<file path="config.mk">
export PLATFORM = sky130hd
export DESIGN_NAME = seg_display_mux_flat
export DESIGN_NICKNAME = d
export VERILOG_FILES = /design/src/rtl/seg_display_mux_if.sv /design/src/rtl/seg_display_mux.sv /design/src/flat_wrapper.sv
export SDC_FILE = /design/constraint.sdc
export NUM_CORES = 1
export LEC_CHECK = 0
export ABC_AREA = 1
export CAP_MARGIN = 20
export CORE_MARGIN = 4
export CORE_UTILIZATION = 40
export DETAILED_ROUTE_END_ITERATION = 12
export SYNTH_ARGS = -nofsm -noshare
export SYNTH_HDL_FRONTEND = slang
export SYNTH_SLANG_ARGS = --single-unit
</file>
<file path="constraint.sdc">
create_clock -name clk -period 2 [get_ports clk]
set_input_delay 0.4 -clock clk [delete_from_list [all_inputs] [get_ports clk]]
set_output_delay 0.4 -clock clk [all_outputs]
set_load 0.01 [all_outputs]
</file>
<file path="src/rtl/seg_display_mux_if.sv">
`default_nettype none
// ============================================================================
// Module   : seg_display_mux_if
// Brief    : Game-logic side to seven-segment driver bundle.
// Revision : 1.0 - initial release
// ============================================================================
interface seg_display_mux_if #(
    parameter int NUM_DIGITS = 4,
    parameter int VAL_BITS   = 14,
    parameter int CODE_BITS  = 4
);
    logic                            metronome_clk;
    logic                            mode;
    logic [NUM_DIGITS*CODE_BITS-1:0] arrow_codes;
    logic [VAL_BITS-1:0]             value;
    logic [6:0]                      seg;
    logic [NUM_DIGITS-1:0]           an;
    logic                            conv_busy;

    modport master (
        output metronome_clk, mode, arrow_codes, value,
        input  seg, an, conv_busy
    );

    modport slave (
        input  metronome_clk, mode, arrow_codes, value,
        output seg, an, conv_busy
    );
endinterface
`default_nettype wire

</file>
<file path="src/rtl/seg_display_mux.sv">
`default_nettype none
// ============================================================================
// Module   : seg_display_mux
// Brief    : N-digit multiplexed seven-segment driver, arrow or numeric mode.
//            Optional macro LEADING_ZERO_BLANK_EN blanks leading zeros.
// Revision : 1.0 - initial release
// ============================================================================
module seg_display_mux #(
    parameter int NUM_DIGITS  = 4,
    parameter int REFRESH_DIV = 100000,
    parameter int VAL_BITS    = 14,
    parameter int CODE_BITS   = 4
) (
    input  logic             clk,
    input  logic             rst,
    seg_display_mux_if.slave bus
);
    localparam int c_cnt_w  = (REFRESH_DIV > 1) ? $clog2(REFRESH_DIV) : 1;
    localparam int c_idx_w  = (NUM_DIGITS > 1) ? $clog2(NUM_DIGITS) : 1;
    localparam int c_bcd_w  = 4 * NUM_DIGITS;
    localparam int c_work_w = c_bcd_w + VAL_BITS;
    localparam int c_sh_w   = $clog2(VAL_BITS + 1);
    localparam logic [VAL_BITS-1:0]   c_max_val    = VAL_BITS'(10**NUM_DIGITS - 1);
    localparam logic [CODE_BITS-1:0]  c_code_blank = CODE_BITS'(14);
    localparam logic [NUM_DIGITS-1:0] c_an_one     = NUM_DIGITS'(1);

    localparam logic [1:0] c_st_idle  = 2'd0;
    localparam logic [1:0] c_st_shift = 2'd1;
    localparam logic [1:0] c_st_done  = 2'd2;

    logic [c_cnt_w-1:0]                   r_refresh_cnt;
    logic [c_idx_w-1:0]                   r_scan_idx;
    logic [6:0]                           r_seg;
    logic [NUM_DIGITS-1:0]                r_an;
    logic                                 r_met_s1, r_met_s2, r_met_d;
    logic [NUM_DIGITS-1:0][CODE_BITS-1:0] r_codes;
    logic [1:0]                           r_state;
    logic                                 r_busy;
    logic [c_sh_w-1:0]                    r_shift_cnt;
    logic [c_work_w-1:0]                  r_work;
    logic [VAL_BITS-1:0]                  r_raw;
    logic [NUM_DIGITS-1:0][3:0]           r_bcd_disp;
    logic [VAL_BITS-1:0]                  r_last_value;

    logic [VAL_BITS-1:0]   w_clamped;
    logic [c_bcd_w-1:0]    w_bcd_adj;
    logic [3:0]            w_arrow_code;
    logic [3:0]            w_num_code;
    logic [3:0]            w_digit_code;
    logic [NUM_DIGITS-1:0] w_blank_mask;
    logic                  w_above_zero;

    function automatic logic [6:0] f_seg_map(input logic [3:0] code);
        case (code)
            4'd0:    f_seg_map = 7'b1000000;
            4'd1:    f_seg_map = 7'b1111001;
            4'd2:    f_seg_map = 7'b0100100;
            4'd3:    f_seg_map = 7'b0110000;
            4'd4:    f_seg_map = 7'b0011001;
            4'd5:    f_seg_map = 7'b0010010;
            4'd6:    f_seg_map = 7'b0000010;
            4'd7:    f_seg_map = 7'b1111000;
            4'd8:    f_seg_map = 7'b0000000;
            4'd9:    f_seg_map = 7'b0010000;
            4'd10:   f_seg_map = 7'b1111110;
            4'd11:   f_seg_map = 7'b1110111;
            4'd12:   f_seg_map = 7'b1101111;
            4'd13:   f_seg_map = 7'b1111011;
            4'd14:   f_seg_map = 7'b1111111;
            default: f_seg_map = 7'b0111111;
        endcase
    endfunction

    // Double-dabble correction: every BCD nibble of 5 or more gets +3 before the shift.
    for (genvar gi = 0; gi < NUM_DIGITS; gi++) begin : g_adj
        assign w_bcd_adj[gi*4 +: 4] = (r_work[VAL_BITS + gi*4 +: 4] >= 4'd5)
                                    ? r_work[VAL_BITS + gi*4 +: 4] + 4'd3
                                    : r_work[VAL_BITS + gi*4 +: 4];
    end

    always_comb begin
        w_clamped    = (bus.value > c_max_val) ? c_max_val : bus.value;
        w_blank_mask = '0;
        w_above_zero = 1'b1;
`ifdef LEADING_ZERO_BLANK_EN
        for (int i = NUM_DIGITS - 1; i > 0; i--) begin
            w_above_zero    = w_above_zero && (r_bcd_disp[i] == 4'd0);
            w_blank_mask[i] = w_above_zero;
        end
`else
        w_blank_mask = '0;
`endif
        w_arrow_code = 4'(r_codes[r_scan_idx]);
        w_num_code   = w_blank_mask[r_scan_idx] ? 4'd14 : r_bcd_disp[r_scan_idx];
        w_digit_code = bus.mode ? w_num_code : w_arrow_code;
    end

    always_ff @(posedge clk) begin
        if (rst) begin
            r_refresh_cnt <= '0;
            r_scan_idx    <= '0;
            r_seg         <= 7'b1111111;
            r_an          <= '1;
        end else begin
            r_seg <= f_seg_map(w_digit_code);
            r_an  <= ~(c_an_one << r_scan_idx);
            if (r_refresh_cnt == c_cnt_w'(REFRESH_DIV - 1)) begin
                r_refresh_cnt <= '0;
                r_scan_idx    <= (r_scan_idx == c_idx_w'(NUM_DIGITS - 1))
                               ? '0 : r_scan_idx + c_idx_w'(1);
            end else begin
                r_refresh_cnt <= r_refresh_cnt + c_cnt_w'(1);
            end
        end
    end

    // Metronome crosses in through two flops; the third flop detects the rising edge.
    always_ff @(posedge clk) begin
        if (rst) begin
            r_met_s1 <= 1'b0;
            r_met_s2 <= 1'b0;
            r_met_d  <= 1'b0;
            r_codes  <= {NUM_DIGITS{c_code_blank}};
        end else begin
            r_met_s1 <= bus.metronome_clk;
            r_met_s2 <= r_met_s1;
            r_met_d  <= r_met_s2;
            if (r_met_s2 && !r_met_d)
                r_codes <= bus.arrow_codes;
        end
    end

    always_ff @(posedge clk) begin
        if (rst) begin
            r_state      <= c_st_idle;
            r_busy       <= 1'b0;
            r_shift_cnt  <= '0;
            r_work       <= '0;
            r_raw        <= '0;
            r_bcd_disp   <= '0;
            r_last_value <= '0;
        end else begin
            case (r_state)
                c_st_idle: begin
                    if (bus.value != r_last_value) begin
                        r_raw       <= bus.value;
                        r_work      <= {{c_bcd_w{1'b0}}, w_clamped};
                        r_shift_cnt <= c_sh_w'(VAL_BITS);
                        r_busy      <= 1'b1;
                        r_state     <= c_st_shift;
                    end
                end
                c_st_shift: begin
                    r_work      <= {w_bcd_adj, r_work[VAL_BITS-1:0]} << 1;
                    r_shift_cnt <= r_shift_cnt - c_sh_w'(1);
                    if (r_shift_cnt == c_sh_w'(1))
                        r_state <= c_st_done;
                end
                c_st_done: begin
                    r_bcd_disp   <= r_work[c_work_w-1:VAL_BITS];
                    r_last_value <= r_raw;
                    r_busy       <= 1'b0;
                    r_state      <= c_st_idle;
                end
                default: begin
                    r_busy  <= 1'b0;
                    r_state <= c_st_idle;
                end
            endcase
        end
    end

    assign bus.seg       = r_seg;
    assign bus.an        = r_an;
    assign bus.conv_busy = r_busy;
endmodule
`default_nettype wire
</file>
<file path="src/flat_wrapper.sv">
// flat-port wrapper written by rule: the top's interface ports become plain ports
module seg_display_mux_flat 
#(
    parameter int NUM_DIGITS  = 4,
    parameter int REFRESH_DIV = 100000,
    parameter int VAL_BITS    = 14,
    parameter int CODE_BITS   = 4
)
  (clk, rst, bus_metronome_clk, bus_mode, bus_arrow_codes, bus_value, bus_seg, bus_an, bus_conv_busy);
  seg_display_mux_if #(.NUM_DIGITS(NUM_DIGITS), .VAL_BITS(VAL_BITS), .CODE_BITS(CODE_BITS)) bus_i ();
  input  logic clk;
  input  logic rst;
  input wire logic [$bits(bus_i.metronome_clk)-1:0] bus_metronome_clk;
  input wire logic [$bits(bus_i.mode)-1:0] bus_mode;
  input wire logic [$bits(bus_i.arrow_codes)-1:0] bus_arrow_codes;
  input wire logic [$bits(bus_i.value)-1:0] bus_value;
  output wire logic [$bits(bus_i.seg)-1:0] bus_seg;
  output wire logic [$bits(bus_i.an)-1:0] bus_an;
  output wire logic [$bits(bus_i.conv_busy)-1:0] bus_conv_busy;
  assign bus_i.metronome_clk = bus_metronome_clk;
  assign bus_i.mode = bus_mode;
  assign bus_i.arrow_codes = bus_arrow_codes;
  assign bus_i.value = bus_value;
  assign bus_seg = bus_i.seg;
  assign bus_an = bus_i.an;
  assign bus_conv_busy = bus_i.conv_busy;
  seg_display_mux #(.NUM_DIGITS(NUM_DIGITS), .REFRESH_DIV(REFRESH_DIV), .VAL_BITS(VAL_BITS), .CODE_BITS(CODE_BITS)) u_core (.clk(clk), .rst(rst), .bus(bus_i));
endmodule
</file>
# == Word-level counts from Yosys, hierarchy flattened ==
# Memory sizes are Yosys's and may differ from the RTL's. A register that Yosys moved wholly into a read port is not among the register bits.
# Index checks and enable logic that the tools add are counted.
# totals
mem_bits_rw,0
out_inout_bits,12
rom_bits,112
n_memories,1
word_cells,77
reg_bits,123
latch_bits,0
input_bits,34
# memory_table
name,depth,width,read_ports,rd_ports_with_merged_regs,wr,line,source
(no name shown),16,7,1,1,0,seg_display_mux.sv:54,case (code)
# classes
shift,1
muxes,23
n_div,0
addsub,7
bitwise_logic,2
n_eq_ne,8
n_reduce_logical,9
magnitude_cmp,6
n_mul,0
# op_table
cell,n
$pmux 30 s2,1
$mux 4,8
$mux 30,1
$add 17x1->17 const B,1
$eq 17x17->1 const B,1
$bmux 4 s2,2
$ge 4x3->1 const B,4
$gt 14x14->1 const B,1
$mux 14,1
$ne 14x14->1,1
$add 4x2->4 const B,3
$pmux 4 s2,1
$reduce_and 2->1,4
$mux 2,3
$eq 2x2->1 const B,2
$eq 4x1->1 const B,1
$ne 2x1->1 const B,2
$not 4->4,1
$pmux 2 s2,1
$shl 1x2->4 const A,1
$sub 4x1->4 const B,1
$add 3x2->3 const B,1
$lt 2x3->1 const B,1
$mux 3,1
other kinds (11),12

# == Logic depth before layout (Yosys ltp) ==
# Gate-level depths: netlist of run 1.
# depth
word_depth,4
ltp_mapped,13

# == Worst setup path before layout of run 1 ==
# OpenSTA, ideal clock, no wires.
# synth_path
path_kind,register to register
from,register u_core.r_scan_idx[0]
to,"register u_core.r_seg[0], in the netlist u_core.bus.seg[0]"
arrival_time_ns,1.825
setup_ns,0.119
stages_incl_launch_ff,13
slack_ns,0.055
n_path_buf,2
cell_sequence,dfxtp_1 -> buf_2 -> inv_2 -> buf_2 -> o21ai_1 -> o22ai_1 -> o21ai_1 -> inv_1 -> ha_1 -> inv_1 -> nand2_1 -> a21oi_1 -> o21ai_1
# synth_between
elab_chain_len,4
elab_cells_between_ends,8
classes_between,8 x mux
# synth_lines
item,line,source
start: declaration,seg_display_mux.sv:32,logic [c_idx_w-1:0] r_scan_idx;
start signal: assignment,seg_display_mux.sv:109,r_scan_idx <= (r_scan_idx == c_idx_w'(NUM_DIGITS - 1))
$bmux 4 s2 / $bmux 1 s2 (equally long branches),seg_display_mux.sv:94,w_num_code = w_blank_mask[r_scan_idx] ? 4'd14 : r_bcd_disp[r_scan_idx];
$mux 4 (not written as such) / $mux 1 (equally long branches),seg_display_mux.sv:94,
$mux 4,seg_display_mux.sv:94,
$mux 4 *,seg_display_mux.sv:95,w_digit_code = bus.mode ? w_num_code : w_arrow_code;
end: declaration,seg_display_mux.sv:33,logic [6:0] r_seg;
# Every way passes the cells marked *; elsewhere a longest branch is shown, timed or not. The select of a mux whose other input is x is not followed.
# A chain may end at the register's enable or synchronous reset.

# == Worst setup path after layout of run 1 ==
# layout_path
from,register u_core.r_scan_idx[0]
to,"register u_core.r_seg[3], in the netlist u_core.bus.seg[3]"
# Same word-level chain as after synthesis.

==> metrics, run 1 <==
total core area 15300 um2; Worst Setup Start Kind flop; RSZ-0062 raised after global routing no; Logic pwr share 0.113; clk slew on worst S/H paths 0.06 ns; clk sinks 130; cell type with the largest total area after synthesis dfxtp_1; setup slack at placement -0.237 ns; post-DP HPWL between 9000 and 10000 um; Setup Total Neg Slack 0 ns; count leader, synth nand2_1; DRT iter0 DRCs 360; Switch Pwr between 1500 and 2000 uW; crit path kind flop to flop; Critical Path RT 2.29 ns; Syn-to-layout area delta 23.3%; wire per inst 12.1 um; R2R depth 11; synth warn 0; antenna violations before repair 0; share of the synthesized area in the top cell type 0.414; Fmax 0.539 GHz; Placer Congestion 0.823; Die X-Extent 133 um; FF-to-FF setup slack ~0.14 ns; chip height between 100 and 150 um; syn_nets slightly above 900; Max-Cap Viols 0; Die ar. about 18000 um2; #FFs+latches synth between 100 and 150; Tcrit/Tclk final 0.928; port bufs 45; largest net degree at the start of global routing 57; Synth Cell Area 6290 um2; relative slew slack 0.673; Worst Hold Class input pin to flop; critical path endpoint category flop; 1st-pass router iterations 5; vias in the first global route around 5200; first-pass GRT wire length around 24000 um; Fillers 1514; TritonCTS clock tree done; RR Startpoint u_core.r_scan_idx[0]; count of different cell masters after synthesis 36; Flop pwr share 0.437; final worst setup slack 0.144 ns; synth cell count leaders nand2_1 (155), dfxtp_1 (130), nor2_1 (108); final setup fails 0; Root Buffer clkbuf_16; Syn Inst Count 867; hold_sp rst; TritonCTS Buffers 17; top cells by area, synth dfxtp_1 (41%), nand2_1 (9.3%), nand3_1 (6.5%); Critical Path Fanout Max 8; grt ovf 0; I/O pins 46; Worst EP arrival 2.15 ns; Post-synth EDFFs 0; Leak Pwr 0.00325 uW; Cell Pwr Density 814 nW/um2; final setup skew 0.0121 ns; via/cell ratio 4.79; share of cells above drive strength 1 0.143; sw frac 0.255; final net count 996; Worst Tran Pin Value 0.490 ns; sequential fraction of the synthesis area 0.414; P_int about 4700 uW; Initial Util 0.411; Top FF cell, synth dfxtp_1; Via Count about 5600; clock network power share 0.450; ANT nets after route 0; worst skew pair latency 0.42 ns; status complete, no violations; Final Slew Violations 0; maximum vdd drop 0.694 mV; ant diodes 0; reg2reg end u_core.bus.seg[3]; final hold vios 0; Final min period 1.86 ns; Min-Delay Path Depth 2; Post-CTS Setup Bufs 0; Max clock buf depth 2; DR DRC count 0; hold endpoint u_core.r_work[15]; FP Rows 45; Total Wirelength roughly 14000 um; Async SR Flop Fraction 0; H-tree depth 4; GRT Util Overall 0.165; Mapped Avg Cell Area 7.25 um2
-- how the worst max path moves through the flow --
stage                               from  cells past startpoint                     to  slack [ns]
floorplan           u_core.r_scan_idx[0]                     12      u_core.bus.seg[0]        0.06
global placement           bus_value[11]                     12  u_core.r_shift_cnt[3]       -0.24
detailed placement         bus_value[11]                     12  u_core.r_shift_cnt[3]       -0.24
CTS                 u_core.r_scan_idx[1]                      9      u_core.bus.seg[3]        0.06
global route        u_core.r_scan_idx[0]                     12      u_core.bus.seg[0]        0.02
finish              u_core.r_scan_idx[0]                     11      u_core.bus.seg[3]        0.14
-- cells by family after synthesis --
logic type | after synthesis | synth area share
flip-flops | 130 | 0.414
AND/OR/NAND/NOR | 406 | 0.288
adder cells (fa/ha/maj) | 23 | 0.0458
buffers and inverters | 133 | 0.0907
XOR/XNOR | 15 | 0.0209
AO/OA/AOI/OAI | 160 | 0.141
-- final cells by class --
| type | instances | area (um2) | area share |
|---|---|---|---|
| clock buffers | 18 | 429 | 0.0553 |
| clock inverters | 13 | 116 | 0.0150 |
| well taps | 211 | 264 | 0.0340 |
| multi-input cells | 604 | 3120 | 0.403 |
| inverters | 90 | 340 | 0.0439 |
| flip-flops and latches | 130 | 2610 | 0.336 |
| repair buffers | 96 | 878 | 0.113 |
-- power by group through the flow --
| stage | Combinational [uW] | Clock (uW) | Sequential (uW) |
|---|---|---|---|
| after floorplan | 435 | 0 | 2810 |
| after global placement | 708 | 0 | 2810 |
| after detailed placement | 709 | 0 | 2810 |
| after CTS | 717 | 2920 | 2760 |
| after global routing | 800 | 3060 | 2770 |
| final | 710 | 2840 | 2760 |
-- stage by stage --
step                      total power [uW]  hold slack (ns)   util  instances  instance area [um2]
after detailed placement              3520            0.406  0.470       1131                 7200
after global routing                  6630            0.306  0.506       1162                 7750
after CTS                             6390            0.274  0.506       1162                 7750
after global placement                3520            0.402  0.470       1131                 7200
final                                 6310            0.277  0.506       1162                 7750
after floorplan                       3240            0.388      -        867                 6290
-- repair_timing --
item / in CTS / in global routing
setup endpoints to repair: 0 / 7
hold buffers: 0 / 0
resized for setup: 0 / 3
-- flip-flops by register name, summed over array words and instances (netlist names), 2 cells and up --
signal and cells:
u_core.bus.an 4, u_core.bus.seg 7, u_core.r_bcd_disp 16, u_core.r_codes 16, u_core.r_last_value 14, u_core.r_raw 14, u_core.r_refresh_cnt 17, u_core.r_scan_idx 2
u_core.r_shift_cnt 4, u_core.r_state 2, u_core.r_work 30
-- worst max-delay path, stage by stage (launching register included) --
cell and delay (ns):
dfxtp_2 0.38, buf_4 0.17, nor2_1 0.06, nor2_1 0.07
o21ai_0 0.11, o211ai_1 0.11, o21ai_1 0.12, buf_4 0.17
ha_1 0.28, inv_1 0.04, nor2_1 0.13, o21ai_0 0.10
-- cell usage in the layout, fill, tap and decap left out, types with 2 or more instances in the layout --
| cell type | instances |
|---|---|
| dfxtp_1 | 128 |
| a21oi_2 | 17 |
| nand4_1 | 13 |
| o31ai_1 | 3 |
| clkinvlp_4 | 6 |
| nand2_1 | 155 |
| nor2_2 | 4 |
| nand3_2 | 12 |
| ha_1 | 23 |
| buf_12 | 4 |
| nor2_1 | 106 |
| clkbuf_16 | 17 |
| a21oi_1 | 61 |
| o211ai_1 | 3 |
| o21ai_0 | 64 |
| nand3_1 | 82 |
| clkinv_2 | 3 |
| buf_4 | 47 |
| clkinv_4 | 3 |
| clkinv_1 | 2 |
| inv_1 | 82 |
| clkdlybuf4s50_1 | 44 |
| inv_2 | 5 |
| a31oi_1 | 2 |
| nor4_1 | 2 |
| nand2_2 | 10 |
| xor2_1 | 11 |
| xnor2_1 | 4 |
| o21ai_1 | 8 |
| dfxtp_2 | 2 |
| nor3_1 | 18 |
-- routing by layer --
metal / track usage / up-vias / share of wire
li1: - / 2974 / -
met1: 0.229 / 2507 / 0.51
met2: 0.254 / 75 / 0.44
met3: 0.0412 / 14 / 0.036
met4: 0.0514 / 0 / 0.010
met5: 0 / - / 0
Note: power is estimated with default switching activity, not from simulation.
==> inputs of run 2 (changes only) <==
--- a/config.mk
+++ b/config.mk
@@ -10,6 +10,7 @@
 export CORE_MARGIN = 4
 export CORE_UTILIZATION = 40
 export DETAILED_ROUTE_END_ITERATION = 12
+export HOLD_SLACK_MARGIN = 0.05
 export SYNTH_ARGS = -nofsm -noshare
 export SYNTH_HDL_FRONTEND = slang
 export SYNTH_SLANG_ARGS = --single-unit
==> results of run 2 <==
The final DEF is identical to that of run 1; final timing and power are the same.
==> inputs of run 3 (changes only) <==
--- a/config.mk
+++ b/config.mk
@@ -10,7 +10,7 @@
 export CORE_MARGIN = 4
 export CORE_UTILIZATION = 40
 export DETAILED_ROUTE_END_ITERATION = 12
-export HOLD_SLACK_MARGIN = 0.05
+export HOLD_SLACK_MARGIN = 0.03
 export SYNTH_ARGS = -nofsm -noshare
 export SYNTH_HDL_FRONTEND = slang
 export SYNTH_SLANG_ARGS = --single-unit
==> results of run 3 <==
The final DEF is identical to that of run 1; final timing and power are the same.
